**config.mk**
```make
export PLATFORM = sky130hd
export DESIGN_NAME = scan_chain_loader
export DESIGN_NICKNAME = d
export VERILOG_FILES = /design/src/rtl/scan_pkg.sv /design/src/rtl/scan_readback_packer.sv /design/src/rtl/scan_chain_loader.sv
export SDC_FILE = /design/constraint.sdc
export NUM_CORES = 1
export LEC_CHECK = 0
export BUFFER_PORTS_ARGS = -buffer_cell sky130_fd_sc_hd__buf_2
export CAP_MARGIN = 20
export CELL_PAD_IN_SITES_DETAIL_PLACEMENT = 2
export CELL_PAD_IN_SITES_GLOBAL_PLACEMENT = 2
export CORE_ASPECT_RATIO = 1.4
export CORE_UTILIZATION = 35
export CTS_CLUSTER_SIZE = 24
export DETAILED_ROUTE_END_ITERATION = 10
export PLACE_DENSITY = 0.84
export SLEW_MARGIN = 5
export SYNTH_ARGS = -nofsm -noshare
export SYNTH_HDL_FRONTEND = slang
export SYNTH_HIERARCHICAL = 1
export SYNTH_SLANG_ARGS = --single-unit
```
**constraint.sdc**
```tcl
create_clock -name scan_clk -period 3.7 [get_ports scan_clk]
set_input_delay 0.555 -clock scan_clk [delete_from_list [all_inputs] [get_ports scan_clk]]
set_output_delay 0.555 -clock scan_clk [all_outputs]
set_load 0.01 [all_outputs]
```
**src/rtl/scan_pkg.sv**
```systemverilog
// rtl/scan_pkg.sv - shared state type and sizing helpers for the scan chain loader
// Contents: scan_state_e (loader FSM states), ceil_div, clog2.
package scan_pkg;

  typedef enum logic [1:0] {
    SCAN_IDLE  = 2'd0,
    SCAN_SHIFT = 2'd1,
    SCAN_DONE  = 2'd2
  } scan_state_e;

  function automatic int ceil_div(input int a, input int b);
    return (a + b - 1) / b;
  endfunction

  // ceil(log2(v)), never below 1 so the result can size a vector directly
  function automatic int clog2(input int v);
    int r;
    r = 1;
    while ((1 << r) < v) r++;
    return r;
  endfunction

endpackage

```
**src/rtl/scan_readback_packer.sv**
```systemverilog
// rtl/scan_readback_packer.sv - serial-to-word packer for chain readback
// Ports:
//   clk_i, rst_ni           clock, synchronous active-low reset
//   sample_en_i             capture sample_bit_i this cycle
//   sample_bit_i            serial bit, first bit lands in the word MSB
//   flush_i                 this sample is the last of the load; emit a partial word
//   rd_data_o, rd_valid_o   packed word and its one-cycle valid pulse
module scan_readback_packer
  import scan_pkg::*;
#(
  parameter int WORD_W = 8
) (
  input  logic              clk_i,
  input  logic              rst_ni,
  input  logic              sample_en_i,
  input  logic              sample_bit_i,
  input  logic              flush_i,
  output logic [WORD_W-1:0] rd_data_o,
  output logic              rd_valid_o
);

  localparam int CW = clog2(WORD_W);

  logic [WORD_W-1:0] acc_q, acc_d;
  logic [WORD_W-1:0] rd_data_q, rd_data_d;
  logic [CW-1:0]     cnt_q, cnt_d;
  logic              rd_valid_q, rd_valid_d;
  logic [WORD_W-1:0] acc_nxt;
  logic              word_full;

  always_comb begin
    acc_nxt    = {acc_q[WORD_W-2:0], sample_bit_i};
    word_full  = (cnt_q == CW'(WORD_W - 1));
    acc_d      = acc_q;
    cnt_d      = cnt_q;
    rd_data_d  = rd_data_q;
    rd_valid_d = 1'b0;
    if (sample_en_i) begin
      if (word_full || flush_i) begin
        // A short final word is left-aligned: shift out the unused low bits.
        rd_data_d  = acc_nxt << (CW'(WORD_W - 1) - cnt_q);
        rd_valid_d = 1'b1;
        acc_d      = '0;
        cnt_d      = '0;
      end else begin
        acc_d = acc_nxt;
        cnt_d = cnt_q + CW'(1);
      end
    end
  end

  always_ff @(posedge clk_i) begin
    if (!rst_ni) begin
      acc_q      <= '0;
      cnt_q      <= '0;
      rd_data_q  <= '0;
      rd_valid_q <= 1'b0;
    end else begin
      acc_q      <= acc_d;
      cnt_q      <= cnt_d;
      rd_data_q  <= rd_data_d;
      rd_valid_q <= rd_valid_d;
    end
  end

  assign rd_data_o  = rd_data_q;
  assign rd_valid_o = rd_valid_q;

endmodule

```
**src/rtl/scan_chain_loader.sv**
```systemverilog
// rtl/scan_chain_loader.sv - parallel-to-serial loader for the configuration scan chain
// Ports:
//   scan_clk, scan_rst_n          clock (shared with the chain), synchronous active-low reset
//   start                         begin one full-chain load (ignored while busy)
//   wr_data, wr_valid, wr_ready   configuration word stream, MSB shifted first
//   chain_in, chain_en            scan_in of stage 0, scan_en of all stages
//   chain_out                     scan_out of the last stage
//   rd_data, rd_valid             readback words of the previous chain contents
//   busy, done                    load in progress, one-cycle completion pulse
module scan_chain_loader
  import scan_pkg::*;
#(
  parameter int CHAIN_LEN = 64,
  parameter int WORD_W    = 8
) (
  input  logic              scan_clk,
  input  logic              scan_rst_n,
  input  logic              start,
  input  logic [WORD_W-1:0] wr_data,
  input  logic              wr_valid,
  output logic              wr_ready,
  output logic              chain_in,
  output logic              chain_en,
  input  logic              chain_out,
  output logic [WORD_W-1:0] rd_data,
  output logic              rd_valid,
  output logic              busy,
  output logic              done
);

  localparam int NWORDS = ceil_div(CHAIN_LEN, WORD_W);
  localparam int BL_W   = clog2(CHAIN_LEN + 1);
  localparam int BI_W   = clog2(WORD_W + 1);
  localparam int WL_W   = clog2(NWORDS + 1);

  scan_state_e       state_q, state_d;
  logic [WORD_W-1:0] sreg_q, sreg_d;
  logic              have_word_q, have_word_d;
  logic [BI_W-1:0]   bit_idx_q, bit_idx_d;
  logic [BL_W-1:0]   bits_left_q, bits_left_d;
  logic [WL_W-1:0]   words_left_q, words_left_d;

  logic              in_shift, shift_now, word_last_bit, chain_last_bit, take_word;
  logic [BL_W-1:0]   bits_after;

  assign in_shift       = (state_q == SCAN_SHIFT);
  assign shift_now      = in_shift && have_word_q;
  assign word_last_bit  = shift_now && (bit_idx_q == BI_W'(1));
  assign chain_last_bit = shift_now && (bits_left_q == BL_W'(1));
  assign take_word      = wr_ready && wr_valid;

  always_ff @(posedge scan_clk) begin
    if (!scan_rst_n) state_q <= SCAN_IDLE;
    else             state_q <= state_d;
  end

  always_comb begin
    state_d = state_q;
    case (state_q)
      SCAN_IDLE:  if (start) state_d = SCAN_SHIFT;
      SCAN_SHIFT: if (chain_last_bit) state_d = SCAN_DONE;
      SCAN_DONE:  state_d = SCAN_IDLE;
      default:    state_d = SCAN_IDLE;
    endcase
  end

  always_comb begin
    // A word may be taken while the previous word's last bit shifts, so
    // back-to-back words run without a bubble on chain_en.
    wr_ready = in_shift && (words_left_q != '0) && (!have_word_q || word_last_bit);
    chain_en = shift_now;
    chain_in = sreg_q[WORD_W-1];
    busy     = (state_q != SCAN_IDLE);
    done     = (state_q == SCAN_DONE);
  end

  always_comb begin
    sreg_d       = sreg_q;
    have_word_d  = have_word_q;
    bit_idx_d    = bit_idx_q;
    bits_left_d  = bits_left_q;
    words_left_d = words_left_q;
    bits_after   = bits_left_q - BL_W'(shift_now);
    if (state_q == SCAN_IDLE) begin
      if (start) begin
        bits_left_d  = BL_W'(CHAIN_LEN);
        words_left_d = WL_W'(NWORDS);
        have_word_d  = 1'b0;
        bit_idx_d    = '0;
        sreg_d       = '0;
      end
    end else if (in_shift) begin
      if (shift_now) begin
        sreg_d      = sreg_q << 1;
        bit_idx_d   = bit_idx_q - BI_W'(1);
        bits_left_d = bits_after;
        if (word_last_bit) have_word_d = 1'b0;
      end
      if (take_word) begin
        sreg_d       = wr_data;
        have_word_d  = 1'b1;
        words_left_d = words_left_q - WL_W'(1);
        // The final word may cover fewer chain bits than WORD_W; its low bits are dropped.
        bit_idx_d    = (int'(bits_after) < WORD_W) ? BI_W'(bits_after) : BI_W'(WORD_W);
      end
    end else begin
      sreg_d = '0;
    end
  end

  always_ff @(posedge scan_clk) begin
    if (!scan_rst_n) begin
      sreg_q       <= '0;
      have_word_q  <= 1'b0;
      bit_idx_q    <= '0;
      bits_left_q  <= '0;
      words_left_q <= '0;
    end else begin
      sreg_q       <= sreg_d;
      have_word_q  <= have_word_d;
      bit_idx_q    <= bit_idx_d;
      bits_left_q  <= bits_left_d;
      words_left_q <= words_left_d;
    end
  end

  scan_readback_packer #(
    .WORD_W(WORD_W)
  ) u_packer (
    .clk_i        (scan_clk),
    .rst_ni       (scan_rst_n),
    .sample_en_i  (chain_en),
    .sample_bit_i (chain_out),
    .flush_i      (chain_last_bit),
    .rd_data_o    (rd_data),
    .rd_valid_o   (rd_valid)
  );

endmodule

```
### After elaboration in Yosys (flattened, before gate mapping)

Cells that the tools add are included.

* add/sub/neg operators: 5
* equal/unequal tests: 8
* magnitude comparators: 1
* shift-type cells: 1
* muxes and demuxes: 31
* reduce and logical (&&, ||, !) cells: 25

Operators by type and width (count)
* $mux W4: 10
* $mux W8: 5
* $mux W7: 5
* $reduce_and A3 Y1: 3
* $reduce_and A2 Y1: 4
* $reduce_bool A2 Y1: 4
* $shl A8 B3 Y8: 1
* $sub A4 B1 Y4 const B: 2
* $eq A7 B1 Y1 const B: 1
* $lt A7 B4 Y1 const B: 1
* $mux W1: 7
* $sub A7 B1 Y7: 1
* $logic_and A1 B1 Y1: 6
* $reduce_bool A3 Y1: 2
* $eq A4 B1 Y1 const B: 1
* $mux W2: 2
* $ne A4 B1 Y1 const B: 1
* $pmux W2 S2: 1
* $reduce_and A4 Y1: 1
* $reduce_bool A4 Y1: 1
* $add A3 B1 Y3 const B: 1
* $eq A3 B3 Y1 const B: 1
* $mux W3: 1
* $sub A3 B3 Y3 const A: 1
* 7 further kinds: 8

* register bits after elaboration: 45
* output and inout port bits: 14
* input port bits: 13

### Longest topological paths before layout

Gate-level depths: netlist of run 1.

* word-level depth: 9
* gate-level depth with buffers: 11
* depth with buffers taken out: 9

### Hierarchy

The synthesis of run 1 kept the hierarchy.

Modules (own cells, without submodules)
* scan_chain_loader: area an instance 1465.2 sq um, sequential area each 520.5 sq um, cells an instance 172, instances 1
* scan_readback_packer: area an instance 955.9 sq um, sequential area each 380.4 sq um, cells an instance 94, instances 1

### Worst setup path before layout of run 1

No wires, ideal clock.

* kind: register -> register
* start point: register have_word_q
* end point: register bit_idx_q[1]
* setup time: 0.080 ns
* stages on the path, launching flop included: 11
* arrival: 2.227 ns
* path buffers: 2
* clock period less this slack: 2.307 ns
* slack: 1.393 ns
* data required time: 3.620 ns
* cells stage by stage: dfxtp_1 > buf_2 > nand3b_1 > inv_1 > ha_1 > ha_1 > clkbuf_1 > nand3_1 > xor2_1 > nand4_1 > a211oi_2

* longest elaborated chain between the ends: 8
* elaborated cells between the ends (all ways): 14

RTL lines
* start: declaration: line scan_chain_loader.sv:38 `logic have_word_q, have_word_d;`
* start signal: assignment: line scan_chain_loader.sv:120 `have_word_q <= have_word_d;`
* $logic_and A1 B1 Y1 (*): line scan_chain_loader.sv:47 `assign shift_now = in_shift && have_word_q;`
* named net chain_en: line scan_chain_loader.sv:23 `output logic chain_en,`
* branches (longest 7 deep; another with $sub A7 B1 Y7)
* end signal: assignment: line scan_chain_loader.sv:121 `bit_idx_q <= bit_idx_d;`
* end: declaration: line scan_chain_loader.sv:39 `logic [BI_W-1:0] bit_idx_q, bit_idx_d;`

Mark *: on every way through the listed nets, which the timed path passes. The select of a mux whose other input is x is not followed.
A chain may end at the register's enable or synchronous reset.

### Worst setup path in the final report of run 1

* start point: register state_q[0]
* end point: register bit_idx_q[1]

* longest elaborated chain between the ends: 9
* elaborated cells between the ends (all ways): 18

RTL lines
* start: declaration: line scan_chain_loader.sv:36 `scan_state_e state_q, state_d;`
* start signal: assignment: line scan_chain_loader.sv:54 `else state_q <= state_d;`
* branches (longest 9 deep; another with $sub A7 B1 Y7)

Several ways; the timed one is not identified. The select of a mux whose other input is x is not followed.

==> out/metrics.json, run 1 <==
{
  "run_status": {"value": "finished, final reports clean"},
  "hold_path_end": {"value": "sreg_q[2]$_SDFFE_PN0P_"},
  "critPathSlowestCell": {"value": "sky130_fd_sc_hd__dfxtp_1"},
  "synthesis.nets": {"value": 287},
  "dpl.hpwl": {"value": 4860, "unit": "um"},
  "number_of_antenna_violations_at_the_first_check_in_global_routing": {"value": 0},
  "cellLeakagePower": {"value": 0.00102, "unit": "uW"},
  "vdd.ir_drop.worst": {"value": 0.000163, "unit": "V"},
  "powerDensity": {"value": 391, "unit": "nW/um^2"},
  "final_weighted_congestion_in_routability_driven_placement": {"value": 0.821},
  "core.rowCount": {"value": 35},
  "num-nets-final": {"value": 306},
  "synth.cell_area": {"value": 2420, "unit": "um^2"},
  "hp-class": {"value": "reg2reg"},
  "yosysTopAreaCellShare": {"value": 0.372},
  "dr.first_iter.drc_count": {"value": 64},
  "crit_path_cells": {"value": "nand3b_1, inv_1, ha_1, ha_1, a21oi_1, o21ai_0, nand4_1, a211oi_2"},
  "synth-edff-count": {"value": 0},
  "clock_insertion_delay_worst_skew": {"value": 0.31, "unit": "ns"},
  "drv_cap": {"value": 0},
  "post_drt_wl_per_cell": {"value": 17.7, "unit": "um"},
  "multiInputGateArea": {"value": 1390, "unit": "um^2"},
  "flow.area_growth_from_synthesis": {"value": 12.2, "unit": "%"},
  "worstReg2RegStart": {"value": "state_q[0]$_SDFFE_PN0P_"},
  "timing_max_transition_violations_final": {"value": 0},
  "max_stage_delay": {"value": 0.60, "unit": "ns"},
  "inserted_clock_buffers": {"value": 5},
  "number_of_clock_sinks_seen_by_cts": {"value": 45},
  "min-delay-start": {"value": "sreg_q[2]$_SDFFE_PN0P_"},
  "drtAntennaViolNets": {"value": 0},
  "cts_buffer_depth": {"value": 2},
  "reg2reg_setup_slack": {"value": 0.86, "unit": "ns"},
  "grt_first_pass_wirelength": {"value": 11300, "unit": "um"},
  "via_count": {"value": 2018},
  "largest_net_degree_at_the_start_of_global_routing": {"value": 17},
  "clock_tree_from_tritoncts": {"value": "yes"},
  "finalCoreUtilization": {"value": 0.411},
  "critical_path_class": {"value": "reg2reg"},
  "root_buffer": {"value": "sky130_fd_sc_hd__clkbuf_8"},
  "period_minus_slack": {"value": 2.84, "unit": "ns"},
  "dieWidth": {"value": 72.3, "unit": "um"},
  "worstSetupStartpointType": {"value": "register"},
  "critical_path_required": {"value": 3.93, "unit": "ns"},
  "cts_resized": {"value": 0},
  "rsz_0062_raised_after_global_routing": {"value": "no"},
  "path_common_cell": {"value": "sky130_fd_sc_hd__ha_1"},
  "max_slew_margin": {"value": 0.521},
  "cts_setup_buffers": {"value": 0},
  "synth-warning-count": {"value": 6},
  "postSynth.asyncResetShare": {"value": 0},
  "ctsHtreeMaxLevel": {"value": 2},
  "syn_inst": {"value": 266},
  "maxClockFrequency": {"value": 353, "unit": "MHz"},
  "worstRegToRegCells": {"value": 8},
  "detail_route.drc_violations": {"value": 0},
  "period_share": {"value": 0.766},
  "routed_wl": {"value": 6700, "unit": "um"},
  "synth_area_leader_cell": {"value": "sky130_fd_sc_hd__dfxtp_1"},
  "place.port_buffers": {"value": 26},
  "core_area": {"value": 6610, "unit": "um^2"},
  "mean_cell_area_of_the_mapped_netlist": {"value": 9.10, "unit": "um^2"},
  "setup.worst_path.end_class": {"value": "register"},
  "first_global_vias": {"value": 2345},
  "nFillCells": {"value": 739},
  "post-place-cells": {"value": 370},
  "final-setup-viol-count": {"value": 0},
  "first_pass_iters": {"value": 4},
  "register_bit_count_reported_by_yosys": {"value": 45},
  "fin_cells": {"value": 378},
  "clk_pin_slew": {"value": 0.10, "unit": "ns"},
  "yosysSeqAreaShare": {"value": 0.372},
  "ys_top_cells_by_area": {"value": "sky130_fd_sc_hd__dfxtp_1 (37%), sky130_fd_sc_hd__mux2i_1 (9.1%), sky130_fd_sc_hd__a21oi_1 (4.3%)"},
  "final-seq-area": {"value": 901, "unit": "um^2"},
  "vias_per_cell": {"value": 5.34},
  "cp_max_fo": {"value": 15},
  "antenna_cells": {"value": 0},
  "floorplan.initialDensity": {"value": 0.366},
  "global_route.usage.total": {"value": 0.204},
  "fp.dieArea": {"value": 7260, "unit": "um^2"},
  "dominantRegCellSynth": {"value": "sky130_fd_sc_hd__dfxtp_1"},
  "io_pins": {"value": 27},
  "hold_path_depth": {"value": 1},
  "worstReg2RegEnd": {"value": "bit_idx_q[1]$_SDFFE_PN0P_"},
  "cts_hold_repair.buffers": {"value": 0},
  "global_route.overflow_total": {"value": 0},
  "totalNegativeSetupSlack": {"value": 0, "unit": "ns"},
  "hold_viol": {"value": 0},
  "yosysUniqueCellTypes": {"value": 52},
  "critical_path_arrival": {"value": 3.07, "unit": "ns"},
  "slew_at_the_pin_closest_to_its_max_slew_limit": {"value": 0.718, "unit": "ns"},
  "clock_skew": {"value": 0.0116, "unit": "ns"},
  "final_layout_size_suffix_gt1_frac": {"value": 0.157},
  "dieHeight": {"value": 100, "unit": "um"}
}
Yosys cell counts, types with 2 or more instances:
cell type and n:
sky130_fd_sc_hd__nor3b_1 3, sky130_fd_sc_hd__buf_2 3, sky130_fd_sc_hd__a211oi_2 2, sky130_fd_sc_hd__mux2i_1 22, sky130_fd_sc_hd__nor3_1 4, sky130_fd_sc_hd__ha_1 8
sky130_fd_sc_hd__nand2_1 18, sky130_fd_sc_hd__a21boi_0 4, sky130_fd_sc_hd__a21oi_1 21, sky130_fd_sc_hd__o21a_1 2, sky130_fd_sc_hd__mux4_2 4, sky130_fd_sc_hd__a31oi_1 7
sky130_fd_sc_hd__nand3b_1 3, sky130_fd_sc_hd__o21ai_0 13, sky130_fd_sc_hd__clkbuf_1 7, sky130_fd_sc_hd__inv_1 9, sky130_fd_sc_hd__xnor2_1 5, sky130_fd_sc_hd__o21ai_1 3
sky130_fd_sc_hd__o2bb2ai_1 7, sky130_fd_sc_hd__or3b_1 2, sky130_fd_sc_hd__and2_1 3, sky130_fd_sc_hd__nor2b_1 4, sky130_fd_sc_hd__a211o_1 2, sky130_fd_sc_hd__nand3_1 6
sky130_fd_sc_hd__nand4_1 2, sky130_fd_sc_hd__nor2_1 26, sky130_fd_sc_hd__nor4_1 2, sky130_fd_sc_hd__dfxtp_1 45, sky130_fd_sc_hd__buf_6 2, sky130_fd_sc_hd__nand2b_1 4
sky130_fd_sc_hd__and3_1 2
report_power, final:
part	switching (uW)	total (uW)	internal (uW)
Sequential	11.6	503	492
Clock	191	463	272
Combinational	55.6	94.6	39.0
Total	258	1060	803
layout make-up:
class	count	area share
Clock buffer	5	0.0253
Clock inverter	3	0.0253
Inverter	10	0.0138
Multi-Input combinational cell	196	0.511
Sequential cell	45	0.332
Tap cell	92	0.0424
Timing Repair Buffer	27	0.0507
critical path: cells and delay by family (launching register included):
| kind | cells | cell delay [ns] |
|---|---|---|
| DFF | 1 | 0.60 |
| buffers and inverters | 1 | 0.29 |
| AOI/OAI and AO/OA | 3 | 0.71 |
| and+or+nand+nor | 2 | 0.56 |
| adders and majority gates | 2 | 0.59 |
state kept, by name, summed over array words and instances, names as in the netlist:
| register | count |
|---|---|
| have_word_q | 1 |
| u_packer/rd_valid_o | 1 |
| words_left_q | 4 |
| u_packer/cnt_q | 3 |
| sreg_q | 8 |
| state_q | 2 |
| bit_idx_q | 4 |
| u_packer/acc_q | 7 |
| u_packer/rd_data_o | 8 |
| bits_left_q | 7 |
cell families (layout without fill, tap and decap cells):
group                      Yosys count  in the layout  share of synthesized area
AOI/OAI and AO/OA                   67             67                      0.179
xor gates and xnor gates             6              6                     0.0217
adders and majority gates            8              8                     0.0413
buffers and inverters               25             45                     0.0548
DFF                                 45             45                      0.372
muxes                               27             27                      0.133
and+or+nand+nor                     88             88                      0.198
cell usage in the layout (no fill, tap or decap), drive strengths merged, types with 2 or more instances in the layout:
cell type	count
nand2b	4
o21ai	16
xnor2	5
clkbuf	5
and3	2
nor3b	3
nor3	5
ha	8
o2bb2ai	7
mux4	4
nand2	18
a211o	2
nand3	6
a211oi	2
mux2i	22
o21a	2
and2	3
a21oi	21
nand4	2
nand3b	3
a31oi	7
nor2b	4
inv	10
or3b	3
dfxtp	45
bufinv	2
a21boi	4
buf	27
nor2	26
nor4	3
per-layer routing:
metal  wire (um)  global-route usage  vias up
met5           0                   0        -
met4         214              0.0995        0
met1        2570               0.202      979
met2        3790               0.402       28
met3         121              0.0281       15
li1            -                   -      996
through the flow:
step	power, uW	setup slack, ns	instance area [um^2]	hold WS [ns]
after floorplan	580	1.39	2420	0.432
after global placement	607	1.02	2580	0.442
after detailed placement	611	0.933	2580	0.448
after CTS	1080	0.880	2720	0.476
after global routing	1100	0.638	2720	0.490
final	1060	0.865	2720	0.469
worst max path at each step:
stage | to | cells after the start | slack [ns] | from
2_1_floorplan | bit_idx_q[1]$_SDFFE_PN0P_ | 10 | 1.39 | have_word_q$_SDFFE_PN0P_
3_3_place_gp | bit_idx_q[3]$_SDFFE_PN0P_ | 8 | 1.02 | state_q[0]$_SDFFE_PN0P_
3_5_place_dp | bit_idx_q[1]$_SDFFE_PN0P_ | 8 | 0.93 | state_q[0]$_SDFFE_PN0P_
4_1_cts | u_packer/rd_data_o[2]$_SDFFE_PN0P_ | 7 | 0.88 | state_q[0]$_SDFFE_PN0P_
5_1_grt | bit_idx_q[3]$_SDFFE_PN0P_ | 8 | 0.64 | state_q[0]$_SDFFE_PN0P_
6_report | bit_idx_q[1]$_SDFFE_PN0P_ | 8 | 0.86 | state_q[0]$_SDFFE_PN0P_
No activity file was read; power rests on OpenSTA's default activity.
==> run 2: changes to the inputs <==
--- a/config.mk
+++ b/config.mk
@@ -5,15 +5,16 @@
 export SDC_FILE = /design/constraint.sdc
 export NUM_CORES = 1
 export LEC_CHECK = 0
+export ABC_AREA = 1
 export BUFFER_PORTS_ARGS = -buffer_cell sky130_fd_sc_hd__buf_2
 export CAP_MARGIN = 20
 export CELL_PAD_IN_SITES_DETAIL_PLACEMENT = 2
 export CELL_PAD_IN_SITES_GLOBAL_PLACEMENT = 2
 export CORE_ASPECT_RATIO = 1.4
-export CORE_UTILIZATION = 35
+export CORE_UTILIZATION = 30
 export CTS_CLUSTER_SIZE = 24
 export DETAILED_ROUTE_END_ITERATION = 10
-export PLACE_DENSITY = 0.84
+export PLACE_DENSITY = 0.83
 export SLEW_MARGIN = 5
 export SYNTH_ARGS = -nofsm -noshare
 export SYNTH_HDL_FRONTEND = slang
==> constraint.sdc (replaced) <==
create_clock -name scan_clk -period 2.4 [get_ports scan_clk]
set_input_delay 0.36 -clock scan_clk [delete_from_list [all_inputs] [get_ports scan_clk]]
set_output_delay 0.36 -clock scan_clk [all_outputs]
set_load 0.01 [all_outputs]
==> run 2 against run 1 <==
  * Sequential share of layout area down 0.78 points
  * Final cell count up 26%
  * Via count up 15%
  * Sequential power up 62%
  * Maximum frequency up 34%
  * Combinational power rose to 3.0 times the previous value
  * Critical path type unchanged
==> out/metrics.json, run 2 <==
{
  "first_pass_iters": {"value": 6},
  "critical_path_required": {"value": 2.61, "unit": "ns"},
  "synth.cell_area": {"value": 2460, "unit": "um^2"},
  "combinational_share_of_power": {"value": 0.167},
  "global_route.overflow_total": {"value": 0},
  "hp-class": {"value": "in2reg"},
  "synth-edff-count": {"value": 0},
  "postSynth.asyncResetShare": {"value": 0},
  "ctsHtreeMaxLevel": {"value": 2},
  "cts_hold_repair.buffers": {"value": 0},
  "critical_path_arrival": {"value": 2.32, "unit": "ns"},
  "post-place-cells": {"value": 467},
  "yosysTopAreaCellShare": {"value": 0.366},
  "final_area": {"value": 2780, "unit": "um^2"},
  "cts_resized": {"value": 0},
  "largest_net_degree_at_the_start_of_global_routing": {"value": 20},
  "critical_path_class": {"value": "reg2reg"},
  "flow.area_growth_from_synthesis": {"value": 13.1, "unit": "%"},
  "power_switching": {"value": 485, "unit": "uW"},
  "run_status": {"value": "finished, final reports clean"},
  "rsz_0062_raised_after_global_routing": {"value": "no"},
  "floorplan.initialDensity": {"value": 0.313},
  "slew_at_the_pin_closest_to_its_max_slew_limit": {"value": 0.585, "unit": "ns"},
  "drtAntennaViolNets": {"value": 0},
  "ys_top_cells_by_area": {"value": "sky130_fd_sc_hd__dfxtp_1 (37%), sky130_fd_sc_hd__nand2_1 (13%), sky130_fd_sc_hd__nand3_1 (7.5%)"},
  "cp_max_fo": {"value": 12},
  "num-nets-final": {"value": 395},
  "placed_area": {"value": 2670, "unit": "um^2"},
  "hold_viol": {"value": 0},
  "p_sw_frac": {"value": 0.283},
  "final_weighted_congestion_in_routability_driven_placement": {"value": 0.825},
  "period_share": {"value": 0.879},
  "synth_area_leader_cell": {"value": "sky130_fd_sc_hd__dfxtp_1"},
  "via_count": {"value": 2318},
  "number_of_clock_sinks_seen_by_cts": {"value": 45},
  "power.share.clock": {"value": 0.357},
  "dr.first_iter.drc_count": {"value": 25},
  "clk_pin_slew": {"value": 0.09, "unit": "ns"},
  "grt_first_pass_wirelength": {"value": 11400, "unit": "um"},
  "totalNegativeSetupSlack": {"value": 0, "unit": "ns"},
  "reg2reg_setup_slack": {"value": 0.29, "unit": "ns"},
  "root_buffer": {"value": "sky130_fd_sc_hd__clkbuf_8"},
  "synth.top_cells.by_count": {"value": "sky130_fd_sc_hd__nand2_1 (82), sky130_fd_sc_hd__nor2_1 (48), sky130_fd_sc_hd__dfxtp_1 (45)"},
  "vias_per_cell": {"value": 4.88},
  "mean_cell_area_of_the_mapped_netlist": {"value": 7.11, "unit": "um^2"},
  "p_int": {"value": 1230, "unit": "uW"},
  "cts_buffer_depth": {"value": 2},
  "period_minus_slack": {"value": 2.11, "unit": "ns"},
  "core.rowCount": {"value": 38},
  "power.share.sequential": {"value": 0.476},
  "worstSetupStartpointType": {"value": "register"},
  "maxClockFrequency": {"value": 474, "unit": "MHz"},
  "setup.worst_path.end_class": {"value": "register"},
  "final-setup-viol-count": {"value": 0},
  "vdd.ir_drop.worst": {"value": 0.000231, "unit": "V"},
  "antenna_cells": {"value": 0},
  "cts_setup_buffers": {"value": 0},
  "powerDensity": {"value": 615, "unit": "nW/um^2"},
  "timing_max_transition_violations_final": {"value": 0},
  "inserted_clock_buffers": {"value": 5},
  "io_pins": {"value": 27},
  "final_layout_size_suffix_gt1_frac": {"value": 0.189},
  "final_common_cell": {"value": "sky130_fd_sc_hd__nand2_1"},
  "routed_wl": {"value": 6750, "unit": "um"},
  "synth-warning-count": {"value": 6},
  "register_bit_count_reported_by_yosys": {"value": 45},
  "dpl.hpwl": {"value": 5270, "unit": "um"},
  "post_drt_wl_per_cell": {"value": 14.2, "unit": "um"},
  "core_area": {"value": 7850, "unit": "um^2"},
  "place.port_buffers": {"value": 26},
  "clock_tree_from_tritoncts": {"value": "yes"},
  "most_frequent_cell_after_synthesis": {"value": "sky130_fd_sc_hd__nand2_1"},
  "nFillCells": {"value": 994},
  "clock_insertion_delay_worst_skew": {"value": 0.30, "unit": "ns"},
  "first_global_vias": {"value": 2486},
  "dieWidth": {"value": 78.5, "unit": "um"},
  "detail_route.drc_violations": {"value": 0},
  "max_slew_margin": {"value": 0.610},
  "fp.dieArea": {"value": 8570, "unit": "um^2"},
  "dominantRegCellSynth": {"value": "sky130_fd_sc_hd__dfxtp_1"},
  "mostFrequentLayoutCells": {"value": "sky130_fd_sc_hd__nand2_1 (82), sky130_fd_sc_hd__nor2_1 (48), sky130_fd_sc_hd__dfxtp_1 (45)"},
  "fin_cells": {"value": 475},
  "synthesis.nets": {"value": 367},
  "finalCoreUtilization": {"value": 0.355},
  "cellLeakagePower": {"value": 0.00124, "unit": "uW"},
  "drv_cap": {"value": 0},
  "clock_skew": {"value": 0.00809, "unit": "ns"},
  "yosysUniqueCellTypes": {"value": 38},
  "global_route.usage.total": {"value": 0.175},
  "dieHeight": {"value": 109, "unit": "um"},
  "syn_inst": {"value": 346},
  "number_of_antenna_violations_at_the_first_check_in_global_routing": {"value": 0},
  "yosysSeqAreaShare": {"value": 0.366}
}
run 2: area by class of cell:
type | count | area (um^2) | area share
clock buffer | 7 | 86.3 | 0.0310
clock inverter | 1 | 30.0 | 0.0108
inverter | 44 | 165 | 0.0594
multi-input combinational | 249 | 1320 | 0.475
sequential | 45 | 901 | 0.324
tap | 100 | 125 | 0.0450
timing repair buffer | 29 | 153 | 0.0549
run 2: power by group through the flow:
stage	sequential [uW]	combinational, uW	clock, uW
after floorplan	824	219	0
after global placement	829	280	0
after detailed placement	832	292	0
after CTS	815	295	641
after global routing	820	327	669
final	814	286	611
run 2: final timing paths:
kind,depth (start not counted),end,startpoint
max,12,u_packer/rd_data_o[6]$_SDFFE_PN0P_,state_q[1]$_SDFFE_PN0P_
min reg2reg,2,u_packer/rd_data_o[3]$_SDFFE_PN0P_,u_packer/rd_data_o[3]$_SDFFE_PN0P_
min,3,sreg_q[0]$_SDFFE_PN0P_,wr_data[0]
max reg2reg,12,u_packer/rd_data_o[6]$_SDFFE_PN0P_,state_q[1]$_SDFFE_PN0P_
run 2: kinds of logic after synthesis:
logic type / Yosys count / share of synthesized area
AOI/OAI and AO/OA: 49 / 0.142
buffers and inverters: 52 / 0.0962
and+or+nand+nor: 188 / 0.340
adders and majority gates: 8 / 0.0407
xor gates and xnor gates: 4 / 0.0143
DFF: 45 / 0.366
run 2: metal layers:
layer	track usage	part of all wire	routed length (um)	vias to the layer above
li1	-	-	-	1165
met1	0.169	0.39	2640	1119
met2	0.364	0.57	3860	27
met3	0.0293	0.025	168	7
met4	0.0542	0.011	76	0
met5	0	0	0	-
run 2: stage by stage:
stage	hold WS, ns	setup WS [ns]	total power [uW]
6_report	0.300	0.289	1710
5_1_grt	0.293	0.0887	1820
4_1_cts	0.289	0.247	1750
3_5_place_dp	0.466	0.324	1120
3_3_place_gp	0.450	0.377	1110
2_1_floorplan	0.439	0.591	1040
run 2: critical path: stages (launching register included):
cell and delay, ns:
sky130_fd_sc_hd__dfxtp_1 0.33, sky130_fd_sc_hd__inv_2 0.05, sky130_fd_sc_hd__nand2_2 0.12, sky130_fd_sc_hd__nor2_4 0.04, sky130_fd_sc_hd__buf_4 0.17, sky130_fd_sc_hd__nand3_1 0.22, sky130_fd_sc_hd__inv_1 0.12, sky130_fd_sc_hd__o21ai_2 0.48
sky130_fd_sc_hd__nor2_2 0.18, sky130_fd_sc_hd__nand2_1 0.11, sky130_fd_sc_hd__nand3_1 0.07, sky130_fd_sc_hd__nand2_1 0.07, sky130_fd_sc_hd__inv_1 0.04
